### config.mk
export PLATFORM = sky130hd
export DESIGN_NAME = wb_rr_arbiter
export DESIGN_NICKNAME = d
export VERILOG_FILES = /design/src/rtl/wb_rr_arbiter_pkg.sv /design/src/rtl/wb_rr_arbiter_pick.sv /design/src/rtl/wb_rr_arbiter.sv
export SDC_FILE = /design/constraint.sdc
export NUM_CORES = 1
export LEC_CHECK = 0
export CORE_AREA = 2 2 125 127
export DETAILED_ROUTE_END_ITERATION = 12
export DIE_AREA = 0 0 127 129
export PLACE_DENSITY = 0.6
export SLEW_MARGIN = 5
export SYNTH_ARGS = -nofsm -noshare
export SYNTH_HDL_FRONTEND = slang
export SYNTH_HIERARCHICAL = 1
export SYNTH_SLANG_ARGS = --single-unit
### constraint.sdc
create_clock -name wb_clk -period 2.1 [get_ports wb_clk]
set_input_delay 0.315 -clock wb_clk [delete_from_list [all_inputs] [get_ports wb_clk]]
set_output_delay 0.315 -clock wb_clk [all_outputs]
set_load 0.01 [all_outputs]
### src/rtl/wb_rr_arbiter_pkg.sv
// Shared types and constants for the Wishbone round-robin arbiter.
// Holds the FSM state encoding, bus widths and the timeout read-data default.
package wb_rr_arbiter_pkg;

    localparam int MAX_MASTERS = 8;
    localparam int IDX_W       = 3;
    localparam int ADDR_W      = 32;
    localparam int DATA_W      = 32;

    localparam logic [DATA_W-1:0] TIMEOUT_DATA_DEFAULT = 32'hDEAD_BEEF;

    typedef enum logic {
        IDLE,
        OWNED
    } arb_state_t;

    function automatic logic [IDX_W-1:0] onehot_to_idx(input logic [MAX_MASTERS-1:0] onehot);
        logic [IDX_W-1:0] idx;
        idx = '0;
        for (int i = 0; i < MAX_MASTERS; i++) begin
            if (onehot[i]) idx = IDX_W'(i);
        end
        return idx;
    endfunction

endpackage

### src/rtl/wb_rr_arbiter_pick.sv
// Purely combinational round-robin picker: the winner is the first requester
// strictly after last_owner, wrapping around the request vector.
module rr_pick
    import wb_rr_arbiter_pkg::*;
#(
    parameter int N = 2
) (
    input  logic [N-1:0]     req,
    input  logic [IDX_W-1:0] last_owner,
    output logic [N-1:0]     winner,
    output logic             valid
);

    // Outer loop walks priority order (offset from last_owner), inner loop
    // matches that position so every index is a plain loop variable.
    always_comb begin
        winner = '0;
        valid  = 1'b0;
        for (int k = 0; k < N; k++) begin
            for (int i = 0; i < N; i++) begin
                if (!valid && req[i] && (i == (int'(last_owner) + 1 + k) % N)) begin
                    winner[i] = 1'b1;
                    valid     = 1'b1;
                end
            end
        end
    end

endmodule

### src/rtl/wb_rr_arbiter.sv
// Round-robin arbiter sharing one downstream Wishbone bus among N_MASTERS
// requesters, with locked ownership and a forced-termination timeout.
module wb_rr_arbiter
    import wb_rr_arbiter_pkg::*;
#(
    parameter int                 N_MASTERS      = 2,
    parameter int                 TIMEOUT_CYCLES = 1024,
    parameter logic [DATA_W-1:0]  TIMEOUT_DATA   = TIMEOUT_DATA_DEFAULT
) (
    input  logic                          wb_clk,
    input  logic                          wb_rst_n,

    input  logic [N_MASTERS-1:0]          s_cyc,
    input  logic [N_MASTERS-1:0]          s_stb,
    input  logic [N_MASTERS-1:0]          s_we,
    input  logic [N_MASTERS*ADDR_W-1:0]   s_adr,
    input  logic [N_MASTERS*DATA_W-1:0]   s_wdata,
    output logic [N_MASTERS*DATA_W-1:0]   s_rdata,
    output logic [N_MASTERS-1:0]          s_ack,

    output logic                          m_cyc,
    output logic                          m_stb,
    output logic                          m_we,
    output logic [ADDR_W-1:0]             m_adr,
    output logic [DATA_W-1:0]             m_wdata,
    input  logic [DATA_W-1:0]             m_rdata,
    input  logic                          m_ack,

    output logic [N_MASTERS-1:0]          grant,
    output logic [15:0]                   timeout_count
);

    localparam logic [15:0] WAIT_LAST = 16'(TIMEOUT_CYCLES - 1);

    arb_state_t          state;
    logic [IDX_W-1:0]    owner_idx;
    logic [IDX_W-1:0]    last_owner;
    logic [15:0]         wait_cnt;
    logic                fire;

    logic [N_MASTERS-1:0] pick_winner;
    logic                 pick_valid;

    logic                owner_cyc;
    logic                owner_stb;
    logic                owner_we;
    logic [ADDR_W-1:0]   owner_adr;
    logic [DATA_W-1:0]   owner_wdata;
    logic                live;

    rr_pick #(.N(N_MASTERS)) u_pick (
        .req        (s_cyc),
        .last_owner (last_owner),
        .winner     (pick_winner),
        .valid      (pick_valid)
    );

    // grant is only non-zero while OWNED, so it doubles as the owner select.
    always_comb begin
        owner_cyc   = 1'b0;
        owner_stb   = 1'b0;
        owner_we    = 1'b0;
        owner_adr   = '0;
        owner_wdata = '0;
        for (int i = 0; i < N_MASTERS; i++) begin
            if (grant[i]) begin
                owner_cyc   = s_cyc[i];
                owner_stb   = s_stb[i];
                owner_we    = s_we[i];
                owner_adr   = s_adr[i*ADDR_W +: ADDR_W];
                owner_wdata = s_wdata[i*DATA_W +: DATA_W];
            end
        end
    end

    // Reset gates the bus combinationally so an in-flight transfer drops at once;
    // fire is registered, keeping m_stb free of any path from m_ack.
    always_comb begin
        live    = (state == OWNED) && wb_rst_n;
        m_cyc   = live && owner_cyc && !fire;
        m_stb   = live && owner_stb && !fire;
        m_we    = live && owner_we;
        m_adr   = live ? owner_adr   : '0;
        m_wdata = live ? owner_wdata : '0;
        s_ack   = '0;
        s_rdata = '0;
        for (int i = 0; i < N_MASTERS; i++) begin
            if (live && grant[i]) begin
                s_ack[i]                     = fire || m_ack;
                s_rdata[i*DATA_W +: DATA_W]  = fire ? TIMEOUT_DATA : m_rdata;
            end
        end
    end

    // NOTE: every register here uses non-blocking assignment so all state
    // updates see the pre-edge values, independent of statement order.
    always_ff @(posedge wb_clk) begin
        if (!wb_rst_n) begin
            state         <= IDLE;
            grant         <= '0;
            owner_idx     <= '0;
            last_owner    <= IDX_W'(N_MASTERS - 1);
            wait_cnt      <= '0;
            fire          <= 1'b0;
            timeout_count <= '0;
        end else begin
            if (state == OWNED && fire && timeout_count != 16'hFFFF) begin
                timeout_count <= timeout_count + 16'd1;
            end
            case (state)
                IDLE: begin
                    wait_cnt <= '0;
                    fire     <= 1'b0;
                    if (pick_valid) begin
                        state     <= OWNED;
                        grant     <= pick_winner;
                        owner_idx <= onehot_to_idx(MAX_MASTERS'(pick_winner));
                    end
                end
                OWNED: begin
                    if (!owner_cyc) begin
                        state      <= IDLE;
                        grant      <= '0;
                        last_owner <= owner_idx;
                        wait_cnt   <= '0;
                        fire       <= 1'b0;
                    end else if (fire) begin
                        fire     <= 1'b0;
                        wait_cnt <= '0;
                    end else if (m_ack || !owner_stb) begin
                        wait_cnt <= '0;
                    end else if (wait_cnt == WAIT_LAST) begin
                        fire <= 1'b1;
                    end else begin
                        wait_cnt <= wait_cnt + 16'd1;
                    end
                end
                default: state <= IDLE;
            endcase
        end
    end

endmodule

# After elaboration in Yosys (flattened, before gate mapping)
# Index checks and enable logic that the tools add are counted.
word_totals:
  reg_bits: 42
  in_bits: 169
  out_inout_bits: 151
  word_cells: 92
classes:
  n_addsub: 4
  eq_ne: 7
  mux: 41
  bitwise_logic: 4
  n_reduce_logical: 29
ops:
  columns: ["cell", "n"]
  rows:
  - ["$mux W32", 9]
  - ["$logic_not A32 Y1", 2]
  - ["$mux W16", 4]
  - ["$add A16 B1 Y16 const B", 2]
  - ["$add A32 B2 Y32 const B", 1]
  - ["$pmux W16 S2", 1]
  - ["$mux W1", 22]
  - ["$logic_and A1 B1 Y1", 17]
  - ["$eq A16 B10 Y1 const B", 1]
  - ["$ne A16 B16 Y1 const B", 1]
  - ["$reduce_and A2 Y1", 3]
  - ["$logic_not A1 Y1", 5]
  - ["$ne A5 B5 Y1 const B", 1]
  - ["$add A3 B1 Y4 const B", 1]
  - ["$eq A2 B2 Y1 const A", 2]
  - ["$mux W2", 2]
  - ["$ne A2 B2 Y1 const B", 2]
  - ["$pmux W1 S2", 2]
  - ["$pmux W2 S2", 1]
  - ["$logic_or A1 B1 Y1", 2]
  - ["$not A1 Y1", 2]
  - ["$and A1 B1 Y1", 1]
  - ["$and A1 B1 Y1 const A", 1]

# Depth between registers and ports, before layout
logic_depth:
  depth_word: 19
  mapped_depth: 6
  ltp_nobuf: 5

# Modules after synthesis
# The synthesis kept the hierarchy.
modules_own_cells:
  columns: ["module", "instances", "cells_each", "area_per_inst_um2", "seq_area_each_um2"]
  rows:
  - ["wb_rr_arbiter", 1, 424, 2990.4, 760.7]
  - ["rr_pick", 1, 4, 25.0, 0.0]

# Worst setup path before layout
# OpenSTA, ideal clock, no wires.
synth_timing:
  path_type: "flip-flop to output port"
  start: "register grant[1]"
  end: "output m_wdata[10]"
  arrival_ns: 1.458
  required_time_ns: 1.785
  path_slack_ns: 0.327
  path_stages_with_launch: 5
  path_buffers: 2
  path_cell_list: "dfxtp_1 and3_1 clkbuf_1 buf_1 a22o_1"
synth_via:
  elab_chain_cells: 2
synth_lines:
  columns: ["element", "line", "source"]
  rows:
  - ["start, declared", "wb_rr_arbiter.sv:29", "output logic [N_MASTERS-1:0] grant,"]
  - ["start signal, assigned", "wb_rr_arbiter.sv:116", "grant <= pick_winner;"]
  - ["$mux W32", "wb_rr_arbiter.sv:66", "if (grant[i]) begin"]
  - ["$mux W32", "wb_rr_arbiter.sv:84", "m_wdata = live ? owner_wdata : '0;"]
  - ["end, declared", "wb_rr_arbiter.sv:25", "output logic [DATA_W-1:0] m_wdata,"]
# Every way passes these cells.

# Final worst setup path
layout_timing:
  start: "register state"
  end: "output m_adr[22]"
layout_via:
  elab_chain_cells: 2
layout_lines:
  columns: ["element", "line", "source"]
  rows:
  - ["start, declared", "wb_rr_arbiter.sv:35", "arb_state_t state;"]
  - ["start signal, assigned", "wb_rr_arbiter.sv:99", "state <= IDLE;"]
  - ["start signal, assigned", "wb_rr_arbiter.sv:115", "state <= OWNED;"]
  - ["start signal, assigned", "wb_rr_arbiter.sv:122", "state <= IDLE;"]
  - ["$logic_and A1 B1 Y1", "wb_rr_arbiter.sv:79", "live = (state == OWNED) && wb_rst_n;"]
  - ["$mux W32", "wb_rr_arbiter.sv:83", "m_adr = live ? owner_adr : '0;"]
  - ["end, declared", "wb_rr_arbiter.sv:24", "output logic [ADDR_W-1:0] m_adr,"]
# Every way passes these cells.

==> metrics.md <==
| Metric | Value |
|---|---|
| Crit path time final | `2.055 ns` |
| Synth Net Count | `598` |
| Crit end category | `primary output` |
| Die area | `0.01638 sq mm` |
| Setup TNS | `0 ns` |
| FMAX | `0.4866 GHz` |
| Final WL | `18610 microns` |
| Max_slew headroom | `69.71%` |
| RSZ-0062 raised after global routing | `yes` |
| Clock root buffer | `clkbuf_16` |
| Sw frac | `23.53%` |
| Ys Warns | `6` |
| Worst VDD drop | `0.3307 mV` |
| GRT Overall Usage | `20.86%` |
| Commonest non-fill, non-tap cells in the layout | `220 x clkdlybuf4s50_1, 112 x nor2_1, 65 x a22o_1` |
| Placed Cells | `922` |
| Setup violators final | `0` |
| Layout Nets | `917` |
| CP max FO | `19` |
| Worst path depth | `5` |
| Vias in the first global route | `4344` |
| Clock Skew | `0.003628 ns` |
| H-tree Lvls | `2` |
| Max cap viols | `0` |
| Placer congestion estimate | `0.8482` |
| CP startpoint | `state` |
| Synth Area per Inst | `7.053 sq um` |
| Worst Tran Pin Value | `0.4502 ns` |
| GRT overflow | `0` |
| Leak | `0.003040 uW` |
| Max stage delay cell, worst path | `dfxtp_2` |
| Largest net degree at the start of global routing | `42` |
| Via count | `4636` |
| Crit path DAT | `1.74 ns` |
| Die width | `127 microns` |
| DRT iter0 DRCs | `217` |
| Antenna violation net count after detailed routing | `0` |
| Max-slew violation count | `0` |
| Initial antenna violation count | `9` |
| PortBufs | `319` |
| FF-to-FF Start | `grant[0]` |
| Core box area | `0.01498 sq mm` |
| TritonCTS clock tree | `yes` |
| Sequential share of power | `36.2%` |
| Filler instances | `1526` |
| CP Launch Type | `flip-flop` |
| Power Internal | `1552 uW` |
| HPWL Detailed | `15320 microns` |
| DRC | `0` |
| Clk_lat worst skew | `0.28 ns` |
| Critical path buffers and inverters | `3` |
| Crit path required time | `1.78 ns` |
| Finished Cell Area | `0.006778 sq mm` |
| Power per cell area | `299.4 mW/mm^2` |
| Io pins | `320` |
| CP Cell Sequence | `and3_4, buf_4, bufbuf_16, a22o_1, dlygate4sd2_1` |
| Utilization of the core after routing | `45.25%` |
| CTS max path bufs | `2` |
| First-pass GRT wire length | `26210 microns` |
| Wire length per cell | `19.87 microns` |
| Placed Area | `0.006571 sq mm` |
| CTS Hold Bufs | `0` |
| Crit path kind | `flip-flop to primary output` |
| Worst hold path type | `flip-flop to flip-flop` |
| CTS buffer count | `5` |
| Top delay family on crit path | `buffers and inverters` |
| Share of layout cells above drive strength 1 | `6.300%` |
| Clock sink total | `38` |
| # rows | `45` |
| Worst path max stage delay | `0.33 ns` |
| Reg2Reg Depth | `7` |
| Crit path to | `m_adr[22]` |
| TritonRoute pass-1 iters | `4` |
| Finished Layout Cells | `937` |
| Comb power frac | `28.9%` |
| Clk slew on worst S/H paths | `0.05 ns` |
| Area Overhead vs Synth | `125.1%` |
| Switching component of the power | `477.4 uW` |
| Height of the die | `129 microns` |
| Final hold vios | `0` |
| Clock power share | `34.8%` |
| DR vias/cell | `4.948` |
| Commonest non-fill, non-tap cell in the layout | `clkdlybuf4s50_1` |
| Tcrit/Tclk final | `97.86%` |
| Mapped Cells | `427` |
| Run status | `completed` |
| Initial Util | `20.11%` |
| Mapped Area | `0.003012 sq mm` |
| Reg2reg end | `wait_cnt[9]` |
| R2R Setup Slk | `0.19 ns` |
[tightest hold or removal path, cell delays in order, from the launching register on]
cell     delay, ns
dfxtp_1       0.32
mux2i_1       0.07
nand2_1       0.06
[power by group through the flow]
| stage | Combinational, uW | Clock, uW | Sequential [uW] |
|---|---|---|---|
| 5_1_grt | 623 | 754 | 736 |
| 3_5_place_dp | 591 | 0 | 750 |
| 2_1_floorplan | 122 | 0 | 752 |
| 6_report | 587 | 707 | 735 |
| 4_1_cts | 588 | 720 | 735 |
| 3_3_place_gp | 594 | 0 | 750 |
[metrics by stage]
| stage | setup WS (ns) | hold WS (ns) | total power, uW |
|---|---|---|---|
| final | 0.04501 | 0.4850 | 2029 |
| after global routing | -0.009125 | 0.5315 | 2113 |
| after CTS | 0.0002846 | 0.4829 | 2042 |
| after detailed placement | -0.4743 | 0.4731 | 1341 |
| after global placement | -0.4627 | 0.4546 | 1343 |
| after floorplan | 0.3268 | 0.4408 | 875.0 |
[what timing repair did]
| item | in CTS | in global routing |
|---|---|---|
| pin swaps | 1 | 0 |
| setup endpoints to repair | 133 | 41 |
| resized for setup | 102 | 25 |
| setup buffers | 1 | 1 |
| cloned | 3 | 0 |
[worst min path at each step]
stage | start | end | slack (ns) | depth (start not counted)
2_1_floorplan | owner_idx[0] | last_owner[0] | 0.44 | 2
3_3_place_gp | owner_idx[0] | last_owner[0] | 0.45 | 2
3_5_place_dp | owner_idx[0] | last_owner[0] | 0.47 | 2
4_1_cts | owner_idx[0] | last_owner[0] | 0.48 | 2
5_1_grt | owner_idx[0] | last_owner[0] | 0.53 | 2
6_report | owner_idx[0] | last_owner[0] | 0.48 | 2
[cell type report]
class | count | area [sq um] | share of cell area (%)
timing repair buffer | 347 | 3515 | 51.86
multi-input combinational | 350 | 2111 | 31.14
sequential | 38 | 762.0 | 11.24
tap | 188 | 235.2 | 3.471
clock buffer | 7 | 132.6 | 1.957
inverter | 4 | 15.01 | 0.2215
antenna | 3 | 7.507 | 0.1108
[layer usage]
layer | track usage (%) | routed length [microns]
met4 | 3.038 | 194
met2 | 32.04 | 8302
met3 | 8.274 | 2073
met5 | 0 | 97
met1 | 28.32 | 7945
[flip-flops by register name, summed over array words and instances (netlist names)]
register and flops:
fire 1, grant 2, last_owner 1, owner_idx 1, state 1, timeout_count 16, wait_cnt 16
Note: power is estimated with default switching activity, not from simulation.
